==> src/rtl/traffic_lights_cmd_seq.sv <==
// Command sequencer feeding traffic_lights: validates and buffers host requests,
// then replays them as spaced single-cycle pulses, wrapping time settings in unregulated mode.
module traffic_lights_cmd_seq #(
    parameter int FIFO_DEPTH = 4,
    parameter int CMD_GAP    = 2,
    parameter int MAX_TIME   = 1000
) (
    input  logic        clk_i,
    input  logic        rst_n_i,
    input  logic [2:0]  req_type_i,
    input  logic [15:0] req_data_i,
    input  logic        req_valid_i,
    output logic        req_ready_o,
    output logic [2:0]  cmd_type_o,
    output logic [15:0] cmd_data_o,
    output logic        cmd_valid_o,
    output logic [1:0]  mode_o,
    output logic [7:0]  drop_cnt_o,
    output logic        busy_o
);

    localparam int PTR_W = (FIFO_DEPTH > 1) ? $clog2(FIFO_DEPTH) : 1;
    localparam int CNT_W = (CMD_GAP > 1) ? $clog2(CMD_GAP) : 1;
    localparam logic [PTR_W:0]   DEPTH_FULL = (PTR_W + 1)'(FIFO_DEPTH);
    localparam logic [CNT_W-1:0] GAP_LAST   = CNT_W'(CMD_GAP - 1);
    localparam logic [15:0]      TIME_MAX   = 16'(MAX_TIME);
    localparam logic [1:0]       MODE_UNREG = 2'd2;

    typedef struct packed {
        logic [2:0]  kind;
        logic [15:0] data;
    } entry_t;

    typedef enum logic {
        ST_IDLE,
        ST_GAP
    } state_t;

    entry_t           mem_reg [FIFO_DEPTH];
    logic [PTR_W-1:0] wr_ptr_reg;
    logic [PTR_W-1:0] rd_ptr_reg;
    logic [PTR_W:0]   count_reg;
    logic [7:0]       drop_reg;

    state_t           state_reg;
    logic [CNT_W-1:0] gap_cnt_reg;
    logic             wrap_reg;
    logic [1:0]       saved_mode_reg;
    logic [1:0]       mode_reg;
    logic             cmd_valid_reg;
    logic [2:0]       cmd_type_reg;
    logic [15:0]      cmd_data_reg;

    logic        accept;
    logic        req_is_time;
    logic        req_ok;
    logic        push;
    logic        drop;
    logic        fifo_empty;
    entry_t      head;
    logic        head_is_time;

    logic        issue;
    logic [2:0]  issue_type;
    logic [15:0] issue_data;
    logic        pop;
    logic        wrap_open;
    logic        wrap_close;

    // Invalid requests are still consumed so the host never stalls on them.
    assign accept      = req_valid_i & req_ready_o;
    assign req_is_time = (req_type_i >= 3'd3) && (req_type_i <= 3'd5);
    assign req_ok      = (req_type_i <= 3'd2) ||
                         (req_is_time && (req_data_i != 16'd0) && (req_data_i <= TIME_MAX));
    assign push        = accept & req_ok;
    assign drop        = accept & ~req_ok;

    assign fifo_empty   = (count_reg == '0);
    assign head         = mem_reg[rd_ptr_reg];
    assign head_is_time = !fifo_empty && (head.kind >= 3'd3);

    always_comb begin
        issue      = 1'b0;
        issue_type = 3'd0;
        issue_data = 16'd0;
        pop        = 1'b0;
        wrap_open  = 1'b0;
        wrap_close = 1'b0;
        if (state_reg == ST_IDLE) begin
            if (head_is_time && !wrap_reg && (mode_reg != MODE_UNREG)) begin
                // Enter unregulated first; the time command stays at the head.
                issue      = 1'b1;
                issue_type = 3'd2;
                wrap_open  = 1'b1;
            end else if (!fifo_empty) begin
                issue      = 1'b1;
                pop        = 1'b1;
                issue_type = head.kind;
                issue_data = head.data;
                wrap_close = !head_is_time;
            end else if (wrap_reg) begin
                issue      = 1'b1;
                issue_type = (saved_mode_reg == 2'd0) ? 3'd0 : 3'd1;
                wrap_close = 1'b1;
            end
        end
    end

    always_ff @(posedge clk_i) begin
        if (push) begin
            mem_reg[wr_ptr_reg] <= '{kind: req_type_i, data: req_data_i};
        end
    end

    always_ff @(posedge clk_i or negedge rst_n_i) begin
        if (!rst_n_i) begin
            wr_ptr_reg <= '0;
            rd_ptr_reg <= '0;
            count_reg  <= '0;
            drop_reg   <= 8'd0;
        end else begin
            if (push) begin
                wr_ptr_reg <= wr_ptr_reg + 1'b1;
            end
            if (pop) begin
                rd_ptr_reg <= rd_ptr_reg + 1'b1;
            end
            case ({push, pop})
                2'b10:   count_reg <= count_reg + 1'b1;
                2'b01:   count_reg <= count_reg - 1'b1;
                default: count_reg <= count_reg;
            endcase
            if (drop && (drop_reg != 8'hFF)) begin
                drop_reg <= drop_reg + 8'd1;
            end
        end
    end

    always_ff @(posedge clk_i or negedge rst_n_i) begin
        if (!rst_n_i) begin
            state_reg      <= ST_IDLE;
            gap_cnt_reg    <= '0;
            wrap_reg       <= 1'b0;
            saved_mode_reg <= 2'd0;
            mode_reg       <= 2'd0;
            cmd_valid_reg  <= 1'b0;
            cmd_type_reg   <= 3'd0;
            cmd_data_reg   <= 16'd0;
        end else begin
            cmd_valid_reg <= issue;
            if (issue) begin
                cmd_type_reg <= issue_type;
                cmd_data_reg <= issue_data;
                if (issue_type <= 3'd2) begin
                    mode_reg <= issue_type[1:0];
                end
            end
            if (wrap_open) begin
                wrap_reg       <= 1'b1;
                saved_mode_reg <= mode_reg;
            end else if (wrap_close) begin
                wrap_reg <= 1'b0;
            end
            // The pulse cycle itself is the first GAP cycle; CMD_GAP low cycles follow.
            case (state_reg)
                ST_IDLE: begin
                    if (issue) begin
                        state_reg   <= ST_GAP;
                        gap_cnt_reg <= '0;
                    end
                end
                ST_GAP: begin
                    if (gap_cnt_reg == GAP_LAST) begin
                        state_reg <= ST_IDLE;
                    end else begin
                        gap_cnt_reg <= gap_cnt_reg + 1'b1;
                    end
                end
                default: state_reg <= ST_IDLE;
            endcase
        end
    end

    assign req_ready_o = (count_reg != DEPTH_FULL);
    assign cmd_valid_o = cmd_valid_reg;
    assign cmd_type_o  = cmd_type_reg;
    assign cmd_data_o  = cmd_data_reg;
    assign mode_o      = mode_reg;
    assign drop_cnt_o  = drop_reg;
    assign busy_o      = !fifo_empty || (state_reg != ST_IDLE) || wrap_reg;

endmodule

==> config.mk <==
export PLATFORM = sky130hd
export DESIGN_NAME = traffic_lights_cmd_seq
export DESIGN_NICKNAME = d
export VERILOG_FILES = /design/src/rtl/traffic_lights_cmd_seq.sv
export SDC_FILE = /design/constraint.sdc
export NUM_CORES = 1
export LEC_CHECK = 0
export ABC_AREA = 1
export ABC_CLOCK_PERIOD_IN_PS = 6200
export CAP_MARGIN = 20
export CELL_PAD_IN_SITES_DETAIL_PLACEMENT = 0
export CELL_PAD_IN_SITES_GLOBAL_PLACEMENT = 1
export CORE_MARGIN = 4
export CORE_UTILIZATION = 48
export DETAILED_ROUTE_END_ITERATION = 10
export MAX_ROUTING_LAYER = met4
export PLACE_DENSITY_LB_ADDON = 0.1
export SLEW_MARGIN = 20
export SYNTH_ARGS = -nofsm -noshare
export SYNTH_HDL_FRONTEND = slang
export SYNTH_SLANG_ARGS = --single-unit
==> constraint.sdc <==
create_clock -name clk_i -period 6.2 [get_ports clk_i]
set_input_delay 0.62 -clock clk_i [delete_from_list [all_inputs] [get_ports clk_i]]
set_output_delay 0.62 -clock clk_i [all_outputs]
set_load 0.1 [all_outputs]
### Word-level counts from Yosys, hierarchy flattened

Memories as Yosys holds them, arrays and structs flattened.
Cells that the tools add are included.

| word-level totals | value |
|---|---|
| register bits after elaboration | 42 |
| memory bits (writable) | 76 |
| bits of input ports | 22 |
| output and inout bits | 32 |
| logic and storage cells | 86 |
| memories kept | 1 |

| operators by class | value |
|---|---|
| add/subtract/negate cells | 6 |
| order comparisons | 6 |
| equal/unequal tests | 6 |
| muxes and demuxes | 31 |
| bitwise operators | 5 |
| reductions and logical operators | 19 |

Memory list:

| name | words | width | rd ports | clocked after Yosys merged registers in | wr ports | line | RTL |
|---|---|---|---|---|---|---|---|
| mem_reg | 4 | 19 | 1 | 0 | 1 | 39 | `entry_t mem_reg [FIFO_DEPTH];` |

Operators with widths:

| kind | count |
|---|---|
| 16-bit two-way mux | 3 |
| 1-bit two-way mux | 22 |
| 16-bit by 10-bit less-or-equal comparator with 1-bit output (second input constant) | 1 |
| 16-bit nonzero test | 1 |
| 3-bit two-way mux | 3 |
| 8-bit by 1-bit adder with 8-bit output (second input constant) | 1 |
| 8-bit inequality test (second input constant) | 1 |
| 1-bit logical AND | 7 |
| 3-bit by 2-bit >= comparator with 1-bit output (second input constant) | 2 |
| 3-bit by 2-bit less-or-equal comparator with 1-bit output (second input constant) | 2 |
| 3-bit case mux with 2 select lines | 1 |
| 2-bit by 1-bit adder with 2-bit output (second input constant) | 2 |
| 2-bit inequality test (second input constant) | 2 |
| 1-bit case mux with 2 select lines | 2 |
| 2-bit nonzero test | 2 |
| 3-bit by 1-bit adder with 3-bit output (second input constant) | 1 |
| 1-bit bitwise AND | 3 |
| 3-bit less-or-equal comparator (second input constant) | 1 |
| 1-bit zero test | 3 |
| 3-bit zero test | 1 |
| 1-bit logical OR | 3 |
| 3-bit inequality test (second input constant) | 1 |
| 3-bit by 1-bit subtractor with 3-bit output (second input constant) | 1 |
| 2-bit by 1-bit equality test with 1-bit output (second input constant) | 1 |
| 5 further kinds | 6 |

### Depth between registers and ports, before layout

Gate-level depths: netlist of the first run.

| depth | value |
|---|---|
| word-level depth | 9 |
| mapped depth | 16 |
| gate-level depth less buffers | 16 |

### Worst setup path after synthesis of the first run

OpenSTA, ideal clock, no wires.

| timing | value |
|---|---|
| path type | register to register |
| start point | reg count_reg[0] |
| end point | mem mem_reg[0][0] (netlist name) (enable) |
| library setup time | 0.395 ns |
| arrival time | 2.342 ns |
| data required time | 5.805 ns |
| path slack | 3.463 ns |
| cell stages (with the launch flop) | 7 |
| path buffers | 0 |
| period minus slack after synthesis | 2.737 ns |
| cell sequence | dfrtp_1 -> nor2_2 -> nand2_1 -> nand2_1 -> inv_1 -> nand2_1 -> nor2_1 |

| between the ends | value |
|---|---|
| word-level cells in the longest chain between the ends | 5 |

RTL lines:

| element | line | RTL |
|---|---|---|
| start: declaration | 42 | `logic [PTR_W:0] count_reg;` |
| start signal: assignment | 129 | `2'b10: count_reg <= count_reg + 1'b1;` |
| start signal: assignment | 130 | `2'b01: count_reg <= count_reg - 1'b1;` |
| start signal: assignment | 131 | `default: count_reg <= count_reg;` |
| 3-bit inequality test | 184 | `assign req_ready_o = (count_reg != DEPTH_FULL);` |
| net req_ready_o | 13 | `output logic req_ready_o,` |
| 1-bit bitwise AND | 71 | `assign accept = req_valid_i & req_ready_o;` |
| 1-bit bitwise AND | 75 | `assign push = accept & req_ok;` |
| 1-bit two-way mux | 110 | `if (push) begin` |
| 1-bit two-way mux (implied by the code) | 111 | `mem_reg[wr_ptr_reg] <= '{kind: req_type_i, data: req_data_i};` |
| end: declaration | 39 |  |

The timed path passes the listed nets, and every way through them passes these cells.

### Worst setup path in the final report of the first run

| timing | value |
|---|---|
| start point | reg rd_ptr_reg[0] |
| end point | reg count_reg[2] |

| between the ends | value |
|---|---|
| word-level cells in the longest chain between the ends | 9 |
| elaborated cells on any way between the ends | 11 |
| those cells by class | order compare (1); eq/ne (2); mux (3); reduce/logical (4); memory (1) |

RTL lines:

| element | line | RTL |
|---|---|---|
| start: declaration | 41 | `logic [PTR_W-1:0] rd_ptr_reg;` |
| start signal: assignment | 126 | `rd_ptr_reg <= rd_ptr_reg + 1'b1;` |
| memory 4 x 19 bit * | n/a |  |
| 3-bit by 2-bit >= comparator with 1-bit output * | 80 | `assign head_is_time = !fifo_empty && (head.kind >= 3'd3);` |
| 1-bit logical AND * | 80 |  |
| 1-bit logical AND * (2 in a row) | 90 | `if (head_is_time && !wrap_reg && (mode_reg != MODE_UNREG)) begin` |
| 1-bit two-way mux * | 90 |  |
| 1-bit two-way mux * | 89 | `if (state_reg == ST_IDLE) begin` |
| net pop | 66 | `logic pop;` |
| 2-bit by 1-bit equality test with 1-bit output / 2-bit equality test (equally long branches) | 128 | `case ({push, pop})` |
| 3-bit case mux with 2 select lines / 2-bit nonzero test (equally long branches) | n/a |  |

The timed path passes the listed nets; every way through them passes the cells marked *.
A chain may end at the register's enable or synchronous reset.

==> results of run 1 <==
==> layout make-up <==
type | count | area, µm² | area share, %
clock buffers | 18 | 418 | 6.61
inverters | 42 | 160 | 2.53
repair buffers | 59 | 573 | 9.07
multi-input cells | 275 | 1440 | 22.7
well taps | 136 | 170 | 2.69
clock inverters | 14 | 231 | 3.66
flip-flops and latches | 118 | 3330 | 52.7
==> power groups by stage <==
stage / registers, µW / logic, µW / clock network, µW
global placement: 1070 / 1460 / 0
global route: 1070 / 1600 / 1130
floorplan: 1480 / 747 / 0
finish: 1060 / 1470 / 1070
CTS: 1060 / 1480 / 1090
detailed placement: 1070 / 1480 / 0
==> placed cells by master, fill, tap and decap left out, types with 5 or more instances in the layout <==
| master | Yosys | final |
|---|---|---|
| nand2_2 | 5 | 5 |
| bufinv_16 | 0 | 6 |
| a21oi_1 | 5 | 5 |
| edfxtp_1 | 76 | 76 |
| clkdlybuf4s50_1 | 0 | 52 |
| clkbuf_16 | 0 | 16 |
| nor2_1 | 47 | 47 |
| inv_1 | 38 | 38 |
| dfrtp_1 | 42 | 42 |
| o21ai_0 | 48 | 48 |
| o22ai_1 | 16 | 16 |
| buf_4 | 3 | 7 |
| ha_1 | 6 | 6 |
| nand3_1 | 17 | 17 |
| o21ai_1 | 5 | 5 |
| xor2_1 | 7 | 7 |
| o21ai_2 | 10 | 10 |
| nand2_1 | 90 | 90 |
==> stage by stage <==
step	util (%)	worst slack [ns]
2_1_floorplan	-	3.46
3_3_place_gp	55.2	3.04
3_5_place_dp	55.2	2.96
4_1_cts	61.5	3.08
5_1_grt	61.5	2.81
6_report	61.5	3.09
==> worst max path at each step <==
| stage | from | to | slack, ns |
|---|---|---|---|
| after floorplan | count_reg[0] | mem_reg[0][0] | 3.46 |
| after CTS | rd_ptr_reg[0] | count_reg[2] | 3.08 |
| after global routing | rd_ptr_reg[0] | count_reg[2] | 2.81 |
| final | rd_ptr_reg[0] | count_reg[2] | 3.09 |
| after global placement | req_data_i[8] | count_reg[2] | 3.04 |
| after detailed placement | req_data_i[5] | count_reg[2] | 2.96 |
==> kinds of logic (layout without fill, tap and decap cells) <==
kind of cell	after synthesis	count (layout)	share of synthesized area (%)
compound gates	84	84	9.49
xor+xnor	10	10	1.74
fa+ha+maj	7	7	1.89
buf+inv	59	133	5.29
flops	118	118	66.2
simple gates	174	174	15.4
==> critical path: stages (launching register included) <==
cell and delay, ns:
dfrtp_1 0.36, buf_4 0.25, inv_2 0.54, nand2_1 0.13, nand3_2 0.10, nand2_2 0.07, nand2_2 0.09, nand2_4 0.07
nand3_4 0.08, nand2_4 0.17, inv_2 0.12, ha_1 0.14, inv_1 0.07, fa_1 0.38, a21oi_1 0.14, o21ai_0 0.11
xor2_1 0.15
==> layer usage <==
metal,part of all wire [%],up-vias,global-route usage (%)
met5,0,-,-
met1,45,1540,22.9
met3,6.1,8,5.26
met2,48,82,28.0
met4,0.90,0,6.16
li1,-,1654,-
==> results.toml, run 1 <==
[yosys]
ys_warn_count = 0
yosysTopAreaCell = "edfxtp_1"
synth_top_area_share_pct = 45.3
synth_area_per_cell_um2 = 11.1
ys.flop_type = "edfxtp_1"
post_synth_num_cell_types = 32
synthCells = 452
ys_top_cells_by_count = "90 x nand2_1, 76 x edfxtp_1, 48 x o21ai_0, 47 x nor2_1, 42 x dfrtp_1"
synth_area_leaders = "edfxtp_1 45%, dfrtp_1 21%, nand2_1 6.7%"
synth_nets = 481
yosysSeqAreaShare_pct = 66.2
synth-edff-count = 76
postSynth.asyncResetShare_pct = 35.6
synth.most_common_cell = "nand2_1"
synth_seq_cells = 118
synthesis.area_um2 = 5030

[sta]
fin_skew_ns = 0.0134
final-max-slew-violation-count = 0
min_period_over_period_pct = 50.2
hold_ws_ns = 0.0780
hold_viol = 0
worstMarginPinSlew_ns = 0.973
setup_tns_ns = 0
rsz0062_at_grt = "no"
max_slew_margin_pct = 34.9
period_needed_ns = 3.11
fmax_mhz = 322
setup-violations-final = 0

[clock_network]
htreeDepth = 4
clkTransAtPathRegs_ns = 0.06
cts_setup_buffers = 0
cts_root_buf = "clkbuf_8"
clk_latency_ns = 0.52
cts_tree = "yes"
clock_path_buffers = 2
hold_buffers = 0
post_cts_resized = 0
cts_buffers = 17
clock-sinks = 118

[power]
p_int_uw = 2090
pwr-share-comb_pct = 40.8
power.density_nw_per_um2 = 568
switchingPower_uw = 1500
finalPower_uw = 3590
switching_share_pct = 41.8
seqPwrFrac_pct = 29.5
leakagePower_uw = 0.00252
pwr-share-clk_pct = 29.7
peakVddDrop_mv = 0.355

[global_routing]
grt_pass1_vias = 3282
grt_pass1_wl_um = 16700
grt_max_degree = 43
antenna_found_initial = 0
grt_util_all_layers_pct = 18.1
gr-total-overflow = 0

[drt]
ant_nets = 0
wl_um = 10200
drt-wirelength-per-cell_um = 15.5
vias = 3284
drt-pass1-iter-count = 4
via_per_inst = 4.96
drc = 0
drtIter0Drc = 149

[floorplan]
die_area_um2 = 12200
die_y_um = 110
io_pins = 54
core_um2 = 10300
num_rows = 37
initial_utilization_pct = 49.0
die_w_um = 110

[placement]
dp_hpwl_um = 6560
placed_cells = 630
gp_congestion = 0.798
io_buffers = 53
place_area_um2 = 5670

[critical_path]
worst_ep_required_time_ns = 6.59
crit_fanout = 40
r2r_end = "count_reg[2]"
cp-start-kind = "flip-flop"
worstRegToRegCells = 16
critPathCaptureType = "flip-flop"
reg2reg_slack_ns = 3.09
r2r_start = "rd_ptr_reg[0]"
worstSetupPathType = "reg -> reg"
crit_arrival_ns = 3.50

[finish]
nets = 542
drive_above_1_share_pct = 12.0
fin_area_um2 = 6320
area_growth_pct = 25.5
diodes = 0
stdcell_count = 662
fillers = 859
largest_reg_flops = 76

[status]
outcome = "complete, no violations"

[hold_path]
hold_class = "in -> async"

[job]
drv_cap = 0
Power figures use the tool's default switching activity.
==> run 2: changes to the inputs <==
ABC_CLOCK_PERIOD_IN_PS = 2600   (was 6200)
CORE_UTILIZATION = 40   (was 48)
clock period = 2.6 ns   (was 6.2 ns; I/O delays follow)
==> run 2 against run 1 <==
Compared with the run above:
- final area increased by 3.3%
- worst hold slack improved by 0.38 ns
- clock power increased by 140%
- critical path depth decreased by 2
- via count increased by 4.4%
- count of clock-buffer cells in the layout decreased by 1
- clock skew decreased by 0.0046 ns
- power increased by 140%
- combinational power increased by 140%
==> results.toml, run 2 (synthesis gave the netlist of run 1 again) <==
[status]
outcome = "complete, no violations"

[drt]
ant_nets = 0
drt-wirelength-per-cell_um = 15.2
drt-pass1-iter-count = 4
drc = 0
highest_layer = "met4"
met2_length_um = 5260
drtIter0Drc = 238
met1_length_um = 5080
vias = 3428
wl_um = 11000
dr_wl_met3_um = 493
via_per_inst = 4.75

[power]
power.density_nw_per_um2 = 1320
leakagePower_uw = 0.00272
peakVddDrop_mv = 0.539

[sta]
rsz0062_at_grt = "no"
setup_slack_ns = 0.288
fin_skew_ns = 0.00871
final-max-slew-violation-count = 0
period_needed_ns = 2.31
worstMarginPinSlew_ns = 0.761
hold_viol = 0
min_period_over_period_pct = 88.9
hold_ws_ns = 0.455
setup_tns_ns = 0
max_slew_margin_pct = 49.3
fmax_mhz = 433
setup-violations-final = 0

[global_routing]
grt_max_degree = 35
grt_pass1_vias = 3373
grt_pass1_wl_um = 17900
grt_util_all_layers_pct = 16.9
antenna_found_initial = 0
gr-total-overflow = 0

[critical_path]
cp-start-kind = "flip-flop"
worstSetupPathType = "reg -> reg"
crit_fanout = 7
r2r_start = "rd_ptr_reg[1]"
crit_path_start = "rd_ptr_reg[1]"
crit_arrival_ns = 2.60
critPathCaptureType = "flip-flop"
worst_ep_required_time_ns = 2.89

[clock_network]
htreeDepth = 4
clock_path_buffers = 2
cts_buffers = 17
cts_tree = "yes"
clk_latency_ns = 0.42
cts_root_buf = "clkbuf_16"
clkTransAtPathRegs_ns = 0.06
clock-sinks = 118

[placement]
dp_slack_ns = -0.0792
placed_cells = 689
io_buffers = 53
dp_hpwl_um = 7380
gp_congestion = 0.788
place_area_um2 = 5870

[finish]
layout.cells.most_common = "nand2_1"
diodes = 0
stdcell_count = 722
fillers = 1091
layout_common_cells = "89 x nand2_1, 76 x edfxtp_1, 62 x buf_4"
nets = 570
drive_above_1_share_pct = 23.3
fin_area_um2 = 6530
area_growth_pct = 29.6
largest_reg_flops = 76

[floorplan]
die_w_um = 120
die_area_um2 = 14400
core_um2 = 12200
io_pins = 54
die_y_um = 120
num_rows = 40
initial_utilization_pct = 41.4

[job]
drv_cap = 0

[hold_path]
hold_class = "in -> async"
run 2: cell types whose count changed in the layout (fill, tap and decap cells not counted), moves of 3 or more:
cell	before	now
clkinv_1	3	0
buf_12	0	3
buf_4	7	62
clkdlybuf4s50_1	52	20
inv_6	0	6
run 2: cell type report:
cell class	instances	area (µm²)	share of cell area [%]
clock buffers	17	425	6.52
clock inverters	15	218	3.34
inverters	42	160	2.45
multi-input cells	275	1440	22.0
flip-flops and latches	118	3340	51.1
well taps	168	210	3.22
repair buffers	87	741	11.3
run 2: timing repair:
| item | 4_1_cts | 5_1_grt |
|---|---|---|
| buffers inserted | 0 | 0 |
| endpoints found under the setup margin | 0 | 1 |
| hold endpoints to repair | 31 | 0 |
| hold buffers | 1 | 0 |
| gates resized for setup | 0 | 1 |
run 2: worst paths after layout:
check,endpoint,slack (ns),cells after the start
min,cmd_data_o[8],0.45,2
max in group asynchronous,wr_ptr_reg[0],1.55,3
max reg2reg,count_reg[2],0.29,14
max,count_reg[2],0.29,14
min reg2reg,state_reg,0.46,1
min in group clk_i,state_reg,0.46,1
run 2: stage by stage:
| stage | utilization, % | power [µW] |
|---|---|---|
| 2_1_floorplan | - | 5330 |
| 3_3_place_gp | 48.3 | 6110 |
| 3_5_place_dp | 48.3 | 6160 |
| 4_1_cts | 53.7 | 8730 |
| 5_1_grt | 53.7 | 9170 |
| 6_report | 53.7 | 8630 |
run 2: power breakdown:
| part | internal [µW] | total (µW) | switching (µW) |
|---|---|---|---|
| clock network | 1630 | 2530 | 899 |
| registers | 2350 | 2570 | 219 |
| logic | 926 | 3530 | 2610 |
| total | 4910 | 8630 | 3730 |
run 2: layer usage:
layer | vias up | global-route usage [%]
met1 | 1627 | 21.9
li1 | 1720 | -
met2 | 70 | 25.7
met5 | - | -
met3 | 11 | 4.16
met4 | 0 | 6.66
run 2: critical path, cell delays in order, from the launching register on:
cell,delay [ns]
dfrtp_1,0.50
inv_1,0.15
nand3_1,0.12
nand2_2,0.07
nand2_2,0.08
nand2_4,0.07
nand3_4,0.08
nand2_4,0.05
inv_2,0.08
ha_1,0.14
inv_1,0.07
fa_1,0.38
a21oi_1,0.14
o21ai_0,0.11
xor2_1,0.15
==> run 3: changes to the inputs <==
ABC_AREA = unset   (was 1)
CORE_UTILIZATION = 43   (was 40)
SLEW_MARGIN = unset   (was 20)
==> run 3 against run 2 <==
Compared with the run above:
- count of clock-buffer cells in the layout up 5
- clock power decreased by 13%
- critical path depth fell by 5
- routed wire length fell by 13%
- flip-flop and latch count is the same
- worst hold slack lost 0.23 ns
- clock skew is 0.0019 ns lower
- critical endpoint unchanged
==> results.toml, run 3 <==
[status]
outcome = "complete, no violations"

[floorplan]
die_area_um2 = 12800
core_um2 = 10800
die_w_um = 113
initial_utilization_pct = 43.9
io_pins = 54
die_y_um = 113
num_rows = 38

[yosys]
yosysSeqAreaShare_pct = 70.1
synth_area_per_cell_um2 = 17.9
synth_top_area_share_pct = 48.0
synthesis.area_um2 = 4750
synth_seq_cells = 118
post_synth_num_cell_types = 46
ys_top_cells_by_count = "76 x edfxtp_1, 42 x dfrtp_1, 16 x a22o_1, 12 x mux4_2, 12 x nor2_1"
synth_nets = 294
synthCells = 265
ys.flop_type = "edfxtp_1"
synth.most_common_cell = "edfxtp_1"
yosysTopAreaCell = "edfxtp_1"
postSynth.asyncResetShare_pct = 35.6
ys_warn_count = 0
synth-edff-count = 76
synth_area_leaders = "edfxtp_1 48%, dfrtp_1 22%, mux4_2 5.7%"

[sta]
setup_slack_ns = 0.141
final-max-slew-violation-count = 0
worstMarginPinSlew_ns = 0.451
fmax_mhz = 407
setup-violations-final = 0
max_slew_margin_pct = 69.7
period_needed_ns = 2.46
min_period_over_period_pct = 94.6
hold_viol = 0
rsz0062_at_grt = "no"
fin_skew_ns = 0.00680
setup_tns_ns = 0

[finish]
layout_common_cells = "76 x edfxtp_1, 68 x buf_4, 41 x dfrtp_1"
diodes = 0
drive_above_1_share_pct = 35.9
fillers = 876
nets = 401
layout.cells.most_common = "edfxtp_1"
fin_area_um2 = 6280
area_growth_pct = 32.2
largest_reg_flops = 76

[critical_path]
worst_ep_required_time_ns = 3.02
crit_fanout = 5
critPathCaptureType = "flip-flop"
crit_arrival_ns = 2.88
cp-start-kind = "flip-flop"
worstSetupPathType = "reg -> reg"

[clock_network]
cts_tree = "yes"
cts_root_buf = "clkbuf_8"
cts_buffers = 17
htreeDepth = 4
clock_path_buffers = 2
clock-sinks = 118
clkTransAtPathRegs_ns = 0.06
clk_latency_ns = 0.50

[hold_path]
hold_class = "in -> async"

[placement]
gp_congestion = 0.717
place_area_um2 = 5690
dp_slack_ns = -0.218
io_buffers = 53
dp_hpwl_um = 6420

[global_routing]
grt_pass1_vias = 2915
antenna_found_initial = 0
grt_max_degree = 43
gr-total-overflow = 0
grt_pass1_wl_um = 15900
grt_util_all_layers_pct = 17.0

[power]
leakagePower_uw = 0.00248
peakVddDrop_mv = 0.889
power.density_nw_per_um2 = 1370

[drt]
ant_nets = 0
vias = 2695
drtIter0Drc = 128
wl_um = 9600
drc = 0
drt-wirelength-per-cell_um = 18.3
drt-pass1-iter-count = 4
via_per_inst = 5.14

[job]
drv_cap = 0
## run 3: cell count changes after synthesis, moves of 6 or more
cell	delta
mux4_2	+12
mux4_1	+7
xnor2_1	+6
nand3_1	-12
o21ai_0	-47
a22o_1	+16
o21ai_2	-10
o22ai_1	-16
nor2_1	-35
nand2_1	-82
inv_1	-29
## run 3: layout make-up
type | count | area [µm²] | area share (%)
tap | 140 | 175 | 2.79
multi-input combinational | 130 | 1330 | 21.2
sequential | 118 | 3330 | 53.1
inverter | 9 | 33.8 | 0.538
timing repair buffer | 96 | 846 | 13.5
clock buffer | 22 | 463 | 7.37
clock inverter | 9 | 103 | 1.63
## run 3: what timing repair did
action                     in CTS  in global routing
hold buffers                    1                  0
pin swaps                       0                  1
setup buffers                   0                  1
resized for setup               1                  2
setup endpoints to repair       1                  1
gates cloned                    0                  0
hold endpoints to repair       42                  0
## run 3: kinds of logic after synthesis
kind of cell / count (synthesis) / share of synthesized area [%]
multiplexers: 24 / 10.8
AND/OR/NAND/NOR: 49 / 5.71
adder cells (fa/ha/maj): 7 / 2.00
XOR/XNOR: 12 / 2.37
flip-flops: 118 / 70.1
AO/OA/AOI/OAI: 38 / 6.95
buffers and inverters: 17 / 2.08
## run 3: stage by stage
| step | total power [µW] | instances | hold WS [ns] | util, % |
|---|---|---|---|---|
| floorplan | 5540 | 265 | -0.0356 | - |
| finish | 8620 | 524 | 0.225 | 58.0 |
| global route | 9050 | 524 | 0.257 | 58.0 |
| detailed placement | 6470 | 490 | 0.461 | 52.5 |
| CTS | 8710 | 522 | 0.393 | 57.8 |
| global placement | 6420 | 490 | 0.445 | 52.5 |
## run 3: worst max-delay path, cell delays in order (launching register included)
cell,delay [ns]
dfrtp_2,0.43
mux4_2,0.57
a21oi_2,0.20
o21a_1,0.21
ha_4,0.15
inv_1,0.04
fa_2,0.33
xor2_1,0.15
nor2_1,0.13
xor2_1,0.16
## run 3: path summary, 6_finish.rpt
path / start / to / slack [ns] / cells past startpoint
max in group asynchronous: rst_n_i / rd_ptr_reg[0] / 1.87 / 3
min in group clk_i: req_data_i[0] / mem_reg[3][0] / 0.42 / 1
setup / recovery: rd_ptr_reg[0] / count_reg[2] / 0.14 / 9
setup reg to reg: rd_ptr_reg[0] / count_reg[2] / 0.14 / 9
hold / removal: rst_n_i / cmd_data_o[5] / 0.22 / 2
hold reg to reg: gap_cnt_reg / state_reg / 0.46 / 1
## run 3: per-layer routing
layer	track usage, %	wire (µm)	vias up
met5	-	0	-
met4	6.73	56	0
met3	3.58	326	5
met2	25.6	4680	51
met1	22.8	4530	1377
li1	-	-	1262
## run 3: where the power goes
group	switching (µW)	leakage, µW	internal (µW)
registers	285	0.00120	2420
clock network	779	0.000273	1420
logic	2470	0.00100	1240
